**config.mk**
```make
export PLATFORM = sky130hd
export DESIGN_NAME = clint_bus_arbiter
export DESIGN_NICKNAME = d
export VERILOG_FILES = /design/src/rtl/clint_bus_arbiter.sv
export SDC_FILE = /design/constraint.sdc
export NUM_CORES = 1
export LEC_CHECK = 0
export CAP_MARGIN = 20
export CELL_PAD_IN_SITES_DETAIL_PLACEMENT = 1
export CELL_PAD_IN_SITES_GLOBAL_PLACEMENT = 2
export CORE_UTILIZATION = 10
export CTS_BUF_LIST = sky130_fd_sc_hd__clkbuf_2 sky130_fd_sc_hd__clkbuf_4 sky130_fd_sc_hd__clkbuf_8
export DETAILED_ROUTE_END_ITERATION = 8
export GPL_TIMING_DRIVEN = 0
export PLACE_DENSITY = 0.87
export SETUP_SLACK_MARGIN = 0.1
export SLEW_MARGIN = 25
export SYNTH_ARGS = -nofsm -noshare
export SYNTH_HDL_FRONTEND = slang
export SYNTH_SLANG_ARGS = --single-unit
```
**constraint.sdc**
```tcl
create_clock -name clk -period 2.2 [get_ports clk]
set_input_delay 0.44 -clock clk [delete_from_list [all_inputs] [get_ports clk]]
set_output_delay 0.44 -clock clk [all_outputs]
set_load 0.02 [all_outputs]
```
**src/rtl/clint_bus_arbiter.sv**
```systemverilog
// Two-master round-robin arbiter in front of the CLINT register port.
// One grant per transaction, with a watchdog that completes with an error if the slave never answers.
module clint_bus_arbiter #(
   parameter int unsigned TIMEOUT = 255
) (
   input  logic        clk,
   input  logic        resetn,
   input  logic        m0_valid,
   input  logic [31:0] m0_addr,
   input  logic [3:0]  m0_wmask,
   input  logic [31:0] m0_wdata,
   output logic        m0_ready,
   input  logic        m1_valid,
   input  logic [31:0] m1_addr,
   input  logic [3:0]  m1_wmask,
   input  logic [31:0] m1_wdata,
   output logic        m1_ready,
   output logic [31:0] m_rdata,
   output logic        m_err,
   output logic        s_valid,
   output logic [31:0] s_addr,
   output logic [3:0]  s_wmask,
   output logic [31:0] s_wdata,
   input  logic [31:0] s_rdata,
   input  logic        s_ready,
   output logic        grant,
   output logic        busy
);

   // state   | meaning
   // --------+----------------------------------------------------------
   // ST_IDLE | no owner; arbitrate, ignore s_ready (stale from last txn)
   // ST_BUSY | r_grant owns the slave until ready, timeout or abort

   localparam int unsigned WDOG_W = (TIMEOUT > 0) ? $clog2(TIMEOUT + 1) : 1;
   localparam logic [WDOG_W-1:0] WDOG_LAST = (TIMEOUT > 0) ? WDOG_W'(TIMEOUT - 1) : '0;

   typedef enum logic {
      ST_IDLE = 1'b0,
      ST_BUSY = 1'b1
   } state_t;

   state_t            r_state;
   state_t            w_state_nxt;
   logic              r_grant;
   logic              w_grant_nxt;
   logic              r_last;
   logic              w_last_nxt;
   logic [WDOG_W-1:0] r_wdog;
   logic [WDOG_W-1:0] w_wdog_nxt;

   logic              w_req_valid;
   logic [31:0]       w_req_addr;
   logic [3:0]        w_req_wmask;
   logic [31:0]       w_req_wdata;
   logic              w_done;
   logic              w_expired;

   assign w_req_valid = r_grant ? m1_valid : m0_valid;
   assign w_req_addr  = r_grant ? m1_addr  : m0_addr;
   assign w_req_wmask = r_grant ? m1_wmask : m0_wmask;
   assign w_req_wdata = r_grant ? m1_wdata : m0_wdata;

   assign w_expired = (TIMEOUT != 0) && (r_wdog == WDOG_LAST);

   always_ff @(posedge clk) begin
      if (!resetn) begin
         r_state <= ST_IDLE;
         r_grant <= 1'b0;
         r_last  <= 1'b1;
         r_wdog  <= '0;
      end else begin
         r_state <= w_state_nxt;
         r_grant <= w_grant_nxt;
         r_last  <= w_last_nxt;
         r_wdog  <= w_wdog_nxt;
      end
   end

   always_comb begin
      w_state_nxt = r_state;
      w_grant_nxt = r_grant;
      w_last_nxt  = r_last;
      w_wdog_nxt  = r_wdog;
      w_done      = 1'b0;
      m_err       = 1'b0;
      m_rdata     = '0;
      s_valid     = 1'b0;
      s_addr      = '0;
      s_wmask     = '0;
      s_wdata     = '0;

      case (r_state)
         ST_IDLE: begin
            w_wdog_nxt = '0;
            if (m0_valid && m1_valid) begin
               w_grant_nxt = ~r_last;
               w_state_nxt = ST_BUSY;
            end else if (m0_valid) begin
               w_grant_nxt = 1'b0;
               w_state_nxt = ST_BUSY;
            end else if (m1_valid) begin
               w_grant_nxt = 1'b1;
               w_state_nxt = ST_BUSY;
            end
         end

         ST_BUSY: begin
            s_valid = w_req_valid;
            s_addr  = w_req_addr;
            s_wmask = w_req_wmask;
            s_wdata = w_req_wdata;
            // A dropped request abandons the slot silently; last stays so fairness is unaffected.
            if (!w_req_valid) begin
               w_state_nxt = ST_IDLE;
               w_wdog_nxt  = '0;
            end else if (s_ready) begin
               w_done      = 1'b1;
               m_rdata     = s_rdata;
               w_last_nxt  = r_grant;
               w_wdog_nxt  = '0;
               w_state_nxt = ST_IDLE;
            end else if (w_expired) begin
               w_done      = 1'b1;
               m_err       = 1'b1;
               w_last_nxt  = r_grant;
               w_wdog_nxt  = '0;
               w_state_nxt = ST_IDLE;
            end else begin
               w_wdog_nxt = r_wdog + 1'b1;
            end
         end

         default: begin
            w_state_nxt = ST_IDLE;
         end
      endcase
   end

   assign m0_ready = w_done & ~r_grant;
   assign m1_ready = w_done &  r_grant;
   assign grant    = r_grant;
   assign busy     = (r_state == ST_BUSY);

endmodule

```
==> results of run 1 <==
where the power goes:
group	internal [uW]	switching [uW]
Combinational	550	441
Sequential	205	5.51
Clock	139	74.7
Total	894	521
Yosys cell counts:
library cell	n
nor3b_2	1
o211ai_1	1
nand2_1	5
o21ai_0	2
inv_1	2
ha_1	2
inv_2	1
xor2_1	3
and3_1	32
inv_4	1
nand4_1	1
xnor2_1	3
buf_2	8
nand2_4	1
nand3_1	4
clkbuf_1	10
buf_6	3
and4_1	1
a21boi_0	1
mux2_4	1
nand4b_4	1
a41oi_1	1
dfxtp_1	11
nand3b_1	1
mux2i_1	68
nor2_1	77
nor3_1	3
sequential cells by signal (all words and copies together) (netlist names):
name,cells
r_wdog,8
busy,1
r_last,1
grant,1
stage by stage:
stage / instance area (sq um) / util / setup TNS (ns)
after global placement: 4833 / 0.2794 / -20.57
final: 5067 / 0.2930 / 0
after floorplan: 1769 / - / 0
after global routing: 5067 / 0.2930 / 0
after detailed placement: 4833 / 0.2794 / -23.29
after CTS: 5039 / 0.2913 / 0
logic make-up after synthesis:
logic type | synth area share
and+or+nand+nor | 0.3465
muxes | 0.3932
buffers and inverters | 0.07285
DFF | 0.1245
xor gates and xnor gates | 0.02971
AOI/OAI and AO/OA | 0.01910
adders and majority gates | 0.01414
timing repair:
action | 4_1_cts | 5_1_grt
hold endpoints to repair | 0 | 0
setup endpoints to repair | 104 | 51
gates cloned | 4 | 0
buffers inserted | 3 | 0
resized for setup | 317 | 31
hold buffers | 0 | 0
cell usage in the layout (no fill, tap or decap), drive strengths merged, types with 2 or more instances in the layout:
cell type      Yosys  layout
clkdlybuf4s50      0     171
nor2              77      77
mux2i             68      68
dlygate4sd2        0      64
buf               11      55
and3              32      32
clkbuf            10      15
dfxtp             11      11
nand2              6       6
clkdlybuf4s15      0       5
nand3              4       4
inv                4       4
nor3               3       3
xor2               3       3
xnor2              3       3
o21ai              2       2
ha                 2       2
per-layer routing:
layer  vias up  GRT usage  share of wire  wire length [um]
met2       156     0.2371           0.55              6061
met3         8    0.02628          0.092              1026
met1      1332     0.1139           0.36              3944
met4         0    0.01685         0.0068                76
met5         -          0              0                 0
li1       1426          -              -                 -
critical path, delay by kind of cell (launching register included):
family	cells	cell delay, ns
flops	1	0.35
simple gates	2	0.28
mux	1	0.31
buf+inv	4	0.45
layout make-up:
| cell class | instances | area share |
|---|---|---|
| Tap cell | 225 | 0.05556 |
| Clock buffer | 4 | 0.009630 |
| Multi-Input combinational cell | 209 | 0.3084 |
| Sequential cell | 11 | 0.04370 |
| Inverter | 4 | 0.004444 |
| Timing Repair Buffer | 285 | 0.5430 |
| Buffer | 21 | 0.03481 |
| Antenna cell | 1 | 0.0004938 |
how the worst max path moves through the flow:
| stage | from | end | slack, ns | cells past startpoint |
|---|---|---|---|---|
| floorplan | grant | m_rdata[22] | 0.29 | 6 |
| global placement | s_ready | m_rdata[28] | -0.54 | 4 |
| detailed placement | s_ready | m_rdata[23] | -0.58 | 4 |
| CTS | grant | m_rdata[23] | 0.06 | 7 |
| global route | grant | m_rdata[19] | 0.03 | 7 |
| finish | grant | m_rdata[19] | 0.11 | 7 |
==> flow_summary.yaml, run 1 <==
die:
  die_height_um: 135.0
  num_rows: 48
  fp.dieW_um: 135.0
  initial_utilization: 0.1023
  coreArea_sq_um: 17300
  io_pins: 279
  dieArea_sq_um: 18230
placed_design:
  place_ws_ns: -0.5780
  hpwl_mm: 9.175
  io_buffers: 278
  gp_congestion: 0.7704
  dp.cells: 748
logic_synthesis:
  ys_seq_area_frac: 0.1245
  yosysUniqueCellTypes: 27
  synth_cells: 245
  synth.largest_area_cell: "mux2i_1"
  netlist_area_sq_um: 1769
  ys_ff_latch: 11
  ys.warnings.count: 0
  syn_nets: 420
  synth_area_leaders: "mux2i_1 (38%), nor2_1 (16%), dfxtp_1 (12%)"
  synth_top_area_frac: 0.3847
  syn_area_per_cell_sq_um: 7.221
setup_path:
  arrival_ns: 1.65
  r2r_end: "r_wdog[2]"
  reg2reg_depth: 7
  path_cells: "buf_8 > mux2_4 > nand2_4 > inv_8 > buf_2 > and3_4 > buf_6"
  worstSetupPathType: "reg -> out"
  r2r-start: "grant"
  cp-start-kind: "register"
  slowest_delay_ns: 0.35
  crit_path_end_kind: "primary output"
  ff2ff_setup_slack_ns: 0.78
  cp_slowest_cell: "dfxtp_2"
  required_ns: 1.76
  crit_fanout: 10
sta:
  finClkSkew_ns: 0.002245
  rsz0062_at_grt: "true"
  worstMarginPinSlew_ns: 0.3852
  setup_violations: 0
  finalHoldViolCount: 0
  slew_headroom: 0.7432
  finalCriticalPeriod_ns: 2.091
  fmax_mhz: 478.3
  slew_viol_final: 0
  fin_crit_sh: 0.9504
  whs_ns: 0.4827
  layout_setup_ws_ns: 0.1091
finish:
  area_growth_pct: 186.4
  drive_gt1_frac: 0.1910
  fin_cells: 760
  fillCellCount: 2069
  regArea_sq_um: 221.5
  multi_input_area_sq_um: 1563
  final_nets: 710
cts:
  cts_made_buffers: 3
  h-tree-depth: 1
  clkLatencyLatePin_ns: 0.24
  clk_pin_slew_ns: 0.05
  cts.sinks: 11
  cts_tree: "built"
  root_buffer: "clkbuf_8"
  clockBufferDepth: 2
grt:
  grt_max_degree: 11
  overflow: 0
  grt_pass1_wl_mm: 16.42
  grtUsageTotal: 0.1139
  grt_pass1_vias: 3192
  antenna_found_initial: 1
pwr:
  leakage_uw: 0.002195
  p_total_uw: 1415
  ir_drop_mv: 0.1414
  powerDensity_nw_per_um2: 279.3
worst_hold_path:
  worstHoldEndpoint: "r_wdog[0]"
  min_from: "r_wdog[0]"
  worst_hold_path_type: "reg -> reg"
  worstHoldPathCells: 1
route:
  vias_per_cell: 3.845
  wire_per_inst_um: 14.62
  drt_first_pass_iters: 4
  ant_nets: 0
  drt_iter0_markers: 29
  via_count: 2922
  routed_wl_mm: 11.11
  drc: 0
flow_run:
  cap_violations: 0
run_status:
  status: "finished, final reports clean"
No activity file was read; power rests on OpenSTA's default activity.
==> run 2: changes to the inputs <==
Settings changed: CAP_MARGIN 20 to 30.
==> results of run 2 <==
No change in the layout: final DEF, timing and power equal those of run 1.
==> run 3: changes to the inputs <==
Settings changed: CTS_BUF_LIST sky130_fd_sc_hd__clkbuf_2 sky130_fd_sc_hd__clkbuf_4 sky130_fd_sc_hd__clkbuf_8 to not set.
==> flow_summary.yaml, run 3 (synthesis results as in run 1) <==
run_status:
  status: "finished, final reports clean"
cts:
  cts_made_buffers: 3
  cts.sinks: 11
  cts_tree: "built"
  clockBufferDepth: 2
  h-tree-depth: 1
  root_buffer: "clkbuf_16"
  clk_pin_slew_ns: 0.04
  clkLatencyLatePin_ns: 0.24
worst_hold_path:
  worstHoldPathCells: 1
  worst_hold_path_type: "reg -> reg"
  min_from: "r_wdog[0]"
  worstHoldEndpoint: "r_wdog[0]"
route:
  routed_wl_mm: 11.11
  drc: 0
  ant_nets: 0
  via_count: 2914
  vias_per_cell: 3.839
  drt_first_pass_iters: 4
  wire_per_inst_um: 14.64
  drt_iter0_markers: 34
sta:
  whs_ns: 0.4833
  finClkSkew_ns: 0.003358
  fmax_mhz: 480.0
  rsz0062_at_grt: "true"
  slew_viol_final: 0
  setup_violations: 0
  fin_crit_sh: 0.9470
  worstMarginPinSlew_ns: 0.3958
  finalCriticalPeriod_ns: 2.083
  slew_headroom: 0.7361
  finalHoldViolCount: 0
finish:
  layout_commonest_cell: "clkdlybuf4s50_1"
  final_nets: 709
  area_growth_pct: 187.8
  largest_reg_flops: 8
  mostFrequentLayoutCells: "clkdlybuf4s50_1 (171), nor2_1 (77), mux2i_1 (67)"
  largest_register: "r_wdog"
  fillCellCount: 2061
  fin_util: 0.2944
  drive_gt1_frac: 0.1820
placed_design:
  hpwl_mm: 9.175
  gp_congestion: 0.7704
  io_buffers: 278
setup_path:
  path_cells: "buf_8 > mux2_4 > nand2_4 > inv_8 > buf_6 > and3_1 > buf_6"
  crit_fanout: 10
  critical-path-top-delay-family: "buffers and inverters"
  worstSetupPathType: "reg -> out"
  crit_path_end_kind: "primary output"
  arrival_ns: 1.64
  ff2ff_setup_slack_ns: 0.85
  required_ns: 1.76
  cp-start-kind: "register"
  reg2reg_depth: 6
  r2r-start: "grant"
  path_buf_inv: 4
  cp_common_cell: "buf_6"
  slowest_delay_ns: 0.35
  r2r_end: "r_last"
  cp_slowest_cell: "dfxtp_2"
grt:
  overflow: 0
  grt_pass1_wl_mm: 16.37
  grt_pass1_vias: 3169
  grt_max_degree: 11
  antenna_found_initial: 1
  grtUsageTotal: 0.1138
pwr:
  powerDensity_nw_per_um2: 301.7
  p_total_uw: 1536
  ir_drop_mv: 0.2057
  leakage_uw: 0.002206
die:
  coreArea_sq_um: 17300
  initial_utilization: 0.1023
  num_rows: 48
  io_pins: 279
  die_height_um: 135.0
  dieArea_sq_um: 18230
  fp.dieW_um: 135.0
flow_run:
  cap_violations: 0
==> run 3: changes by cell type in the layout (fill, tap and decap cells not counted), sizes merged <==
cell,change
clkdlybuf4s15,+1
buf,-3
dlygate4sd2,+1
==> run 3: worst max path at each step <==
stage / slack [ns] / startpoint / depth (start not counted) / to
final: 0.12 / grant / 7 / m_rdata[28]
after global placement: -0.54 / s_ready / 4 / m_rdata[28]
after floorplan: 0.29 / grant / 6 / m_rdata[22]
after CTS: 0.06 / grant / 7 / m_rdata[23]
after global routing: 0.05 / grant / 7 / m_rdata[11]
after detailed placement: -0.58 / s_ready / 4 / m_rdata[23]
==> run 3: cell type report <==
| class | instances | area, sq um | share of cell area |
|---|---|---|---|
| multi-input combinational | 209 | 1558 | 0.3059 |
| timing repair buffer | 284 | 2759 | 0.5418 |
| clock buffer | 4 | 78.83 | 0.01548 |
| tap | 225 | 281.5 | 0.05528 |
| antenna | 1 | 2.502 | 0.0004914 |
| buffer | 21 | 168.9 | 0.03317 |
| inverter | 4 | 22.52 | 0.004423 |
| sequential | 11 | 221.5 | 0.04349 |
==> run 3: repair_timing <==
item                       CTS  global route
resized for setup          321            21
setup buffers                2             0
cloned                       4             0
hold buffers                 0             0
setup endpoints to repair  104            41
==> run 3: routing by layer <==
layer	vias up	GRT usage	share of wire
met5	-	0	0
met4	0	0.01748	0.0077
met3	7	0.03116	0.10
met2	157	0.2351	0.54
met1	1331	0.1119	0.35
li1	1419	-	-
==> run 3: report_power, final <==
group          switching (uW)  internal (uW)
combinational             441            549
clock                    92.8            244
sequential               5.63            205
==> run 3: stage by stage <==
step / setup TNS (ns) / instances / cell area, sq um / setup WS, ns
2_1_floorplan: 0 / 245 / 1769 / 0.2947
3_3_place_gp: -20.57 / 748 / 4833 / -0.5420
3_5_place_dp: -23.29 / 748 / 4833 / -0.5780
4_1_cts: 0 / 758 / 5070 / 0.05849
5_1_grt: 0 / 759 / 5092 / 0.05434
6_report: 0 / 759 / 5092 / 0.1167
